## src/rtl/mealy_stream_ctrl.sv

```systemverilog
// Sequencer that shifts a parallel pattern MSB-first into a serial Mealy machine,
// holding the machine in reset between jobs and tallying its detections.
module mealy_stream_ctrl #(
    parameter int LEN = 16,
    parameter int LW  = 5
) (
    input  logic           clk,
    input  logic           rst,
    input  logic           start,
    input  logic           abort,
    input  logic [LEN-1:0] pattern,
    input  logic [LW-1:0]  len,
    output logic           busy,
    output logic           done,
    output logic           fsm_rst_n,
    output logic           fsm_in,
    input  logic           fsm_out,
    output logic [LW-1:0]  match_cnt,
    output logic [LW-1:0]  first_idx,
    output logic           first_vld,
    output logic [1:0]     state_dbg
);

    // Handshake: start is a one-cycle request honoured only in IDLE with 1<=len<=LEN;
    // done is a one-cycle completion pulse; there is no backpressure and no queuing.
    localparam logic [1:0] S_IDLE = 2'd0;
    localparam logic [1:0] S_ARM  = 2'd1;
    localparam logic [1:0] S_RUN  = 2'd2;
    localparam logic [1:0] S_DONE = 2'd3;

    logic [1:0]     r_state;
    logic [LEN-1:0] r_shift;
    logic [LW-1:0]  r_len;
    logic [LW-1:0]  r_cnt;
    logic           r_fsm_in;
    logic [LW-1:0]  r_match_cnt;
    logic [LW-1:0]  r_first_idx;
    logic           r_first_vld;

    logic           w_len_ok;
    logic [LW-1:0]  w_shamt;
    logic [LEN-1:0] w_shift_nxt;
    logic           w_last;

    assign w_len_ok    = (len != '0) && (len <= LW'(LEN));
    assign w_shamt     = LW'(LEN) - len;
    assign w_shift_nxt = r_shift << 1;
    assign w_last      = (r_cnt == (r_len - LW'(1)));

    always_ff @(posedge clk) begin
        if (rst) begin
            r_state     <= S_IDLE;
            r_shift     <= '0;
            r_len       <= '0;
            r_cnt       <= '0;
            r_fsm_in    <= 1'b0;
            r_match_cnt <= '0;
            r_first_idx <= '0;
            r_first_vld <= 1'b0;
        end else begin
            case (r_state)
                S_IDLE: begin
                    if (start && w_len_ok) begin
                        // Left-justify so pattern[len-1] sits at the MSB and goes out first.
                        r_shift     <= pattern << w_shamt;
                        r_len       <= len;
                        r_match_cnt <= '0;
                        r_first_idx <= '0;
                        r_first_vld <= 1'b0;
                        r_state     <= S_ARM;
                    end
                end
                S_ARM: begin
                    if (abort) begin
                        r_state <= S_IDLE;
                    end else begin
                        r_state  <= S_RUN;
                        r_cnt    <= '0;
                        r_fsm_in <= r_shift[LEN-1];
                    end
                end
                S_RUN: begin
                    // The bit cycle ending now is sampled even when abort is raised in it.
                    if (fsm_out) begin
                        if (r_match_cnt != '1) begin
                            r_match_cnt <= r_match_cnt + LW'(1);
                        end
                        if (!r_first_vld) begin
                            r_first_idx <= r_cnt;
                            r_first_vld <= 1'b1;
                        end
                    end
                    r_shift <= w_shift_nxt;
                    r_cnt   <= r_cnt + LW'(1);
                    if (abort) begin
                        r_state  <= S_IDLE;
                        r_fsm_in <= 1'b0;
                    end else if (w_last) begin
                        r_state  <= S_DONE;
                        r_fsm_in <= 1'b0;
                    end else begin
                        r_fsm_in <= w_shift_nxt[LEN-1];
                    end
                end
                S_DONE: begin
                    r_state <= S_IDLE;
                end
                default: begin
                    r_state <= S_IDLE;
                end
            endcase
        end
    end

    assign busy      = (r_state == S_RUN);
    assign done      = (r_state == S_DONE);
    assign fsm_rst_n = (r_state == S_ARM) || (r_state == S_RUN);
    assign fsm_in    = r_fsm_in;
    assign match_cnt = r_match_cnt;
    assign first_idx = r_first_idx;
    assign first_vld = r_first_vld;
    assign state_dbg = r_state;

endmodule

```

## config.mk

```make
export PLATFORM = sky130hd
export DESIGN_NAME = mealy_stream_ctrl
export DESIGN_NICKNAME = d
export VERILOG_FILES = /design/src/rtl/mealy_stream_ctrl.sv
export SDC_FILE = /design/constraint.sdc
export NUM_CORES = 1
export LEC_CHECK = 0
export BUFFER_PORTS_ARGS = -buffer_cell sky130_fd_sc_hd__buf_2
export CAP_MARGIN = 30
export CORE_ASPECT_RATIO = 1.2
export CORE_UTILIZATION = 30
export CTS_CLUSTER_SIZE = 30
export DETAILED_ROUTE_END_ITERATION = 6
export GPL_ROUTABILITY_DRIVEN = 1
export PLACE_DENSITY = 0.44
export SYNTH_ARGS = -nofsm -noshare
export SYNTH_HDL_FRONTEND = slang
export SYNTH_SLANG_ARGS = --single-unit
```

## constraint.sdc

```tcl
create_clock -name clk -period 6.1 [get_ports clk]
set_clock_uncertainty 0.2 [all_clocks]
set_input_delay 0.305 -clock clk [delete_from_list [all_inputs] [get_ports clk]]
set_output_delay 0.305 -clock clk [all_outputs]
set_load 0.02 [all_outputs]
```

==> results of run 1 <==
[synth_stat cells, drive strengths merged (3+ instances only)]
cell / instances
a221oi: 8
nor3: 11
ha: 9
a21oi: 12
nor2b: 3
mux2i: 19
nor2: 39
xor2: 10
dfxtp: 40
clkbuf: 7
nor4: 8
o311ai: 3
nor3b: 5
mux2: 3
buf: 11
mux4: 10
inv: 9
a211oi: 9
nand2: 16
xnor2: 3
nand2b: 5
nand3: 7
a22oi: 9
nand4: 3
o21ai: 5
[worst reg2reg max path: cells and delay by family (launching register included)]
kind / cells / cell delay (ps)
and+or+nand+nor: 2 / 510
AOI/OAI and AO/OA: 2 / 800
DFF: 1 / 430
buffers and inverters: 1 / 110
adders and majority gates: 1 / 310
[through the flow]
stage	worst slack, ps	hold WS (ps)	area [um^2]	instances	util [%]
2_1_floorplan	3570	232	2690	291	-
3_3_place_gp	2930	242	2950	433	34.2
3_5_place_dp	2980	254	2950	433	34.2
4_1_cts	3280	88.3	3060	441	35.6
5_1_grt	3010	99.2	3060	441	35.6
6_report	3220	101	3060	441	35.6
[final timing paths]
check / startpoint / to / slack (ps)
min: fsm_out / first_vld / 100
max reg2reg: state_dbg[0] / r_shift[12] / 3600
max: len[0] / r_shift[12] / 3220
min reg2reg: r_shift[0] / r_shift[0] / 270
[logic make-up (layout without fill, tap and decap cells)]
family | Yosys count | in the layout
AND/OR/NAND/NOR | 108 | 108
AO/OA/AOI/OAI | 62 | 62
flip-flops | 40 | 40
multiplexers | 32 | 32
buffers and inverters | 27 | 60
XOR/XNOR | 13 | 13
adder cells (fa/ha/maj) | 9 | 9
[sequential cells by signal (all words and copies together) (netlist names)]
| name | flops |
|---|---|
| r_cnt | 5 |
| state_dbg | 2 |
| first_vld | 1 |
| r_shift | 16 |
| fsm_in | 1 |
| first_idx | 5 |
| r_len | 5 |
| match_cnt | 5 |
[power groups by stage]
stage               clock network [mW]  registers (mW)  logic, mW
floorplan                            0           0.311      0.172
global placement                     0           0.314      0.225
detailed placement                   0           0.313      0.224
CTS                              0.233           0.308      0.224
global route                     0.248           0.311      0.250
finish                           0.225           0.307      0.222
[final cells by class]
class                   instances  share of cell area [%]
inverters                       9                    1.10
clock buffers                   5                    2.25
multi-input cells             224                    57.1
repair buffers                 43                    7.11
flip-flops and latches         40                    26.2
well taps                     117                    4.78
clock inverters                 3                    1.51
[routing by layer]
| metal | vias up | routed length, um | global-route usage [%] |
|---|---|---|---|
| met3 | 5 | 274 | 2.19 |
| met5 | - | 0 | 0 |
| li1 | 1165 | - | - |
| met1 | 1079 | 3150 | 21.2 |
| met4 | 0 | 65 | 3.46 |
| met2 | 54 | 2900 | 22.6 |
==> qor.yml, run 1 <==
status: "completed"
port_buffers: 42
syn_area_per_cell_um2: 9.23
synth_edf_count: 0
synth_top_family_by_area: "simple AND/OR/NAND/NOR gates"
pin_count: 43
crit_family: "compound AO/OA/AOI/OAI gates"
synth_xor_area_share_pct: 4.80
fin_setup_tns_ps: 0
synth_seq_cells: 40
gp_congestion: 0.779
synth_area_leaders: "dfxtp_1 (30%), mux4_1 (7.8%), mux2i_1 (7.1%)"
cp.depth: 8
switching_power_uw: 253
ff2ff_path_depth: 6
synth_mux_area_share_pct: 17.8
required_ps: 6050
postRouteAntennaNets: 0
syn-instance-count: 291
clock-root-buffer: "clkbuf_8"
setup_violations: 0
grt_max_degree: 37
diodes: 0
htreeDepth: 2
grt_antenna_before_repair: 0
yosysWarnings: 0
areaGrowthSynthToFinish_pct: 14.0
cts_setup_buffers: 0
synthArstFlopShare_pct: 0
fin_crit_sh_pct: 47.2
drive_gt1_share_pct: 21.3
worstMarginPinSlew_ps: 853
die_area_um2: 9340
synth_nets: 326
grt_pass1_wl_um: 10900
power_density_nw_per_um2: 246
seqPwrFrac_pct: 40.7
slew_headroom_pct: 43.1
p_comb_share_pct: 29.4
max_stage_delay_ps: 570
total_power_uw: 754
path_clk_slew_ps: 90
route.detailed.drc: 0
ys_seq_area_share_pct: 29.8
die_w_um: 88.4
clk_latency_ps: 290
wirelength_um: 6390
ir_worst_vdd_uv: 105
firstDrtPassIters: 4
drv_cap: 0
grt.total_usage_pct: 14.7
synthFlopType: "dfxtp_1"
cts_max_path_buffers: 2
hpwl_um: 4840
die_height_um: 106
overflow: 0
path_buf_inv: 2
path_class: "in -> reg"
holdPathStages: 3
hold_viol_final: 0
clkPwrFrac_pct: 29.9
p_sw_share_pct: 33.5
leakagePower_nw: 1.23
synth_fa_ha_area_share_pct: 4.19
synth-compound-area-share_pct: 16.9
cp_slowest_cell: "a2111oi_1"
nets: 358
coreArea_um2: 8610
num_rows: 37
cts_num_sinks: 40
drv_slew: 0
wl_per_cell_um: 14.5
cts_tree: "built"
power.internal_uw: 502
hold_buffers: 0
rsz0062_at_grt: "no"
cts_buffers: 5
crit_chain: "buf_2 > inv_1 > ha_1 > nor3b_2 > o221ai_2 > nand2_1 > a2111oi_1 > nor3_1"
hold_class: "in -> reg"
multi_input_area_um2: 1750
synthDistinctLibCells: 54
num_vias: 2303
critPathLaunchType: "primary input"
viasPerCell: 5.22
critPathArrivalTime_ps: 2830
grt_pass1_vias: 2176
netlist_area_um2: 2690
fillCellCount: 948
layout_commonest_cell: "buf_2"
final_cell_mix: "buf_2 (42), dfxtp_1 (40), nor2_1 (39)"
start_util_pct: 31.2
synth_top_area_cell: "dfxtp_1"
post-route-min-period_ps: 2880
synth-simple-area-share_pct: 21.4
ctsResizeCount: 0
worstSetupEndpointType: "flop"
drt-initial-drc-count: 124
cp_max_fo: 20
fmax_ghz: 0.347
synth_top_area_share_pct: 29.8
regArea_um2: 801
Note: power is estimated with default switching activity, not from simulation.
==> run 2, diff against run 1 <==
--- a/config.mk
+++ b/config.mk
@@ -12,7 +12,7 @@
 export CTS_CLUSTER_SIZE = 30
 export DETAILED_ROUTE_END_ITERATION = 6
 export GPL_ROUTABILITY_DRIVEN = 1
-export PLACE_DENSITY = 0.44
+export PLACE_DENSITY = 0.45
 export SYNTH_ARGS = -nofsm -noshare
 export SYNTH_HDL_FRONTEND = slang
 export SYNTH_SLANG_ARGS = --single-unit
==> constraint.sdc (replaced) <==
create_clock -name clk -period 2.55 [get_ports clk]
set_clock_uncertainty 0.2 [all_clocks]
set_input_delay 0.1275 -clock clk [delete_from_list [all_inputs] [get_ports clk]]
set_output_delay 0.1275 -clock clk [all_outputs]
set_load 0.02 [all_outputs]
==> qor.yml, run 2 (synthesized netlist as in run 1, its figures left out) <==
status: "completed"  # unchanged
worstSetupEndpointType: "flop"  # unchanged
viasPerCell: 5.07  # was 5.22
clock-root-buffer: "clkbuf_8"  # unchanged
cp_max_fo: 12  # was 20
overflow: 0  # unchanged
worstMarginPinSlew_ps: 824  # was 853 ps
hold_viol_final: 0  # unchanged
gp_congestion: 0.829  # was 0.779
max_stage_delay_ps: 520  # was 570 ps
grt_max_degree: 37  # unchanged
firstDrtPassIters: 4  # unchanged
postRouteAntennaNets: 0  # unchanged
final_cell_mix: "buf_2 (42), dfxtp_1 (40), nor2_1 (39)"  # unchanged
cp_slowest_cell: "dlygate4sd3_1"  # was a2111oi_1
cts_max_path_buffers: 2  # unchanged
cts_buffers: 5  # unchanged
nets: 373  # was 358
crit_chain: "dlygate4sd3_1 > buf_2 > inv_1 > ha_1 > nor3b_4 > xor2_2 > buf_4 > nor4b_2 > a221oi_1 > nor3_1"  # was buf_2 > inv_1 > ha_1 > nor3b_2 > o221ai_2 > nand2_1 > a2111oi_1 > nor3_1
die_w_um: 88.4  # unchanged
grt_antenna_before_repair: 0  # unchanged
grt.total_usage_pct: 14.6  # was 14.7%
regMostFlops: "r_shift"  # unchanged
regArea_um2: 801  # unchanged
drv_slew: 0  # unchanged
grt_pass1_vias: 2173  # was 2176
layout_commonest_cell: "buf_2"  # unchanged
power_density_nw_per_um2: 579  # was 246 nW/um^2
critPathLaunchType: "primary input"  # unchanged
hpwl_um: 4840  # about the same
slew_headroom_pct: 44.7  # was 43.1%
clk_latency_ps: 290  # about the same
num_rows: 37  # unchanged
wirelength_um: 6380  # was 6390 um
fillCellCount: 932  # was 948
route.detailed.drc: 0  # unchanged
fin_crit_sh_pct: 93.4
path_class: "in -> reg"  # unchanged
hold_class: "in -> reg"  # unchanged
post-route-min-period_ps: 2380
num_vias: 2314  # was 2303
rrSetupSlack_ps: 410  # was 3600 ps
pre_cts_slack_ps: 247  # was 2980 ps
drt-initial-drc-count: 100  # was 124
critPathArrivalTime_ps: 2400  # was 2830 ps
path_clk_slew_ps: 80  # was 90 ps
port_buffers: 42  # unchanged
use_met3_pct: 2.51  # was 2.19%
multi_input_area_um2: 1770  # was 1750 um^2
fin_setup_tns_ps: 0  # unchanged
crit_family: "buffers and inverters"  # was compound AO/OA/AOI/OAI gates
grtUsageMet1_pct: 20.2  # was 21.2%
setup_slack_ps: 169  # was 3220 ps
die_area_um2: 9340  # unchanged
required_ps: 2570  # was 6050 ps
wl_per_cell_um: 14.0  # was 14.5 um
drv_cap: 0  # unchanged
areaGrowthSynthToFinish_pct: 19.8  # was 14.0%
grtUsageMet2_pct: 23.2  # was 22.6%
coreArea_um2: 8610  # unchanged
top_usage_layer: "met2"  # unchanged
diodes: 0  # unchanged
fmax_ghz: 0.420
setup_violations: 0  # unchanged
drive_gt1_share_pct: 24.2  # was 21.3%
die_height_um: 106  # unchanged
path_buf_inv: 4  # was 2
grt_pass1_wl_um: 10800  # was 10900 um
rsz0062_at_grt: "no"  # unchanged
pin_count: 43  # unchanged
ir_worst_vdd_uv: 235  # was 105 uV
start_util_pct: 31.2  # unchanged
largest_register_ffs: 16  # unchanged
htreeDepth: 2  # unchanged
leakagePower_nw: 1.32  # was 1.23 nW
cts_num_sinks: 40  # unchanged
cts_tree: "built"  # unchanged
[run 2: what timing repair did]
item / in CTS / in global routing
endpoints found under the hold margin: 5 / 0
endpoints found under the setup margin: 0 / 13
hold buffers: 5 / 0
buffers inserted: 0 / 0
resized for setup: 0 / 6
[run 2: per-stage QoR]
stage / util [%] / hold slack (ps) / instances / power [mW] / cell area [um^2]
after floorplan: - / 68.2 / 291 / 1.16 / 2690
after global placement: 35.1 / 229 / 443 / 1.31 / 3020
after detailed placement: 35.1 / 230 / 443 / 1.31 / 3020
after CTS: 37.1 / 60.3 / 456 / 1.87 / 3190
after global routing: 37.4 / 65.5 / 456 / 1.98 / 3220
final: 37.4 / 75.5 / 456 / 1.86 / 3220
[run 2: cell type report]
| type | count | share of cell area [%] |
|---|---|---|
| clock buffers | 6 | 2.57 |
| clock inverters | 2 | 1.20 |
| inverters | 9 | 1.05 |
| multi-input cells | 224 | 55.0 |
| flip-flops and latches | 40 | 24.9 |
| well taps | 117 | 4.55 |
| repair buffers | 58 | 10.8 |
[run 2: path summary, 6_finish.rpt]
path	start	to	cells past startpoint
max	len[1]	r_shift[2]	10
min	abort	r_cnt[1]	4
max reg2reg	match_cnt[0]	match_cnt[3]	8
min reg2reg	r_shift[0]	r_shift[0]	2
[run 2: report_power, final]
part           total, mW  leakage, nW  switching (mW)  internal, mW
combinational      0.572        0.930           0.325         0.247
sequential         0.735        0.326          0.0461         0.689
clock              0.556       0.0614           0.236         0.320
[run 2: worst min-delay path: cells and delay by family]
family | cells | cell delay, ps
buf+inv | 1 | 130
compound gates | 1 | 100
simple gates | 2 | 180
[run 2: metal layers]
layer	share of wire, %	vias to the layer above
met4	1.2	0
met5	0	-
met1	51	1072
met2	45	37
met3	2.7	8
li1	-	1197
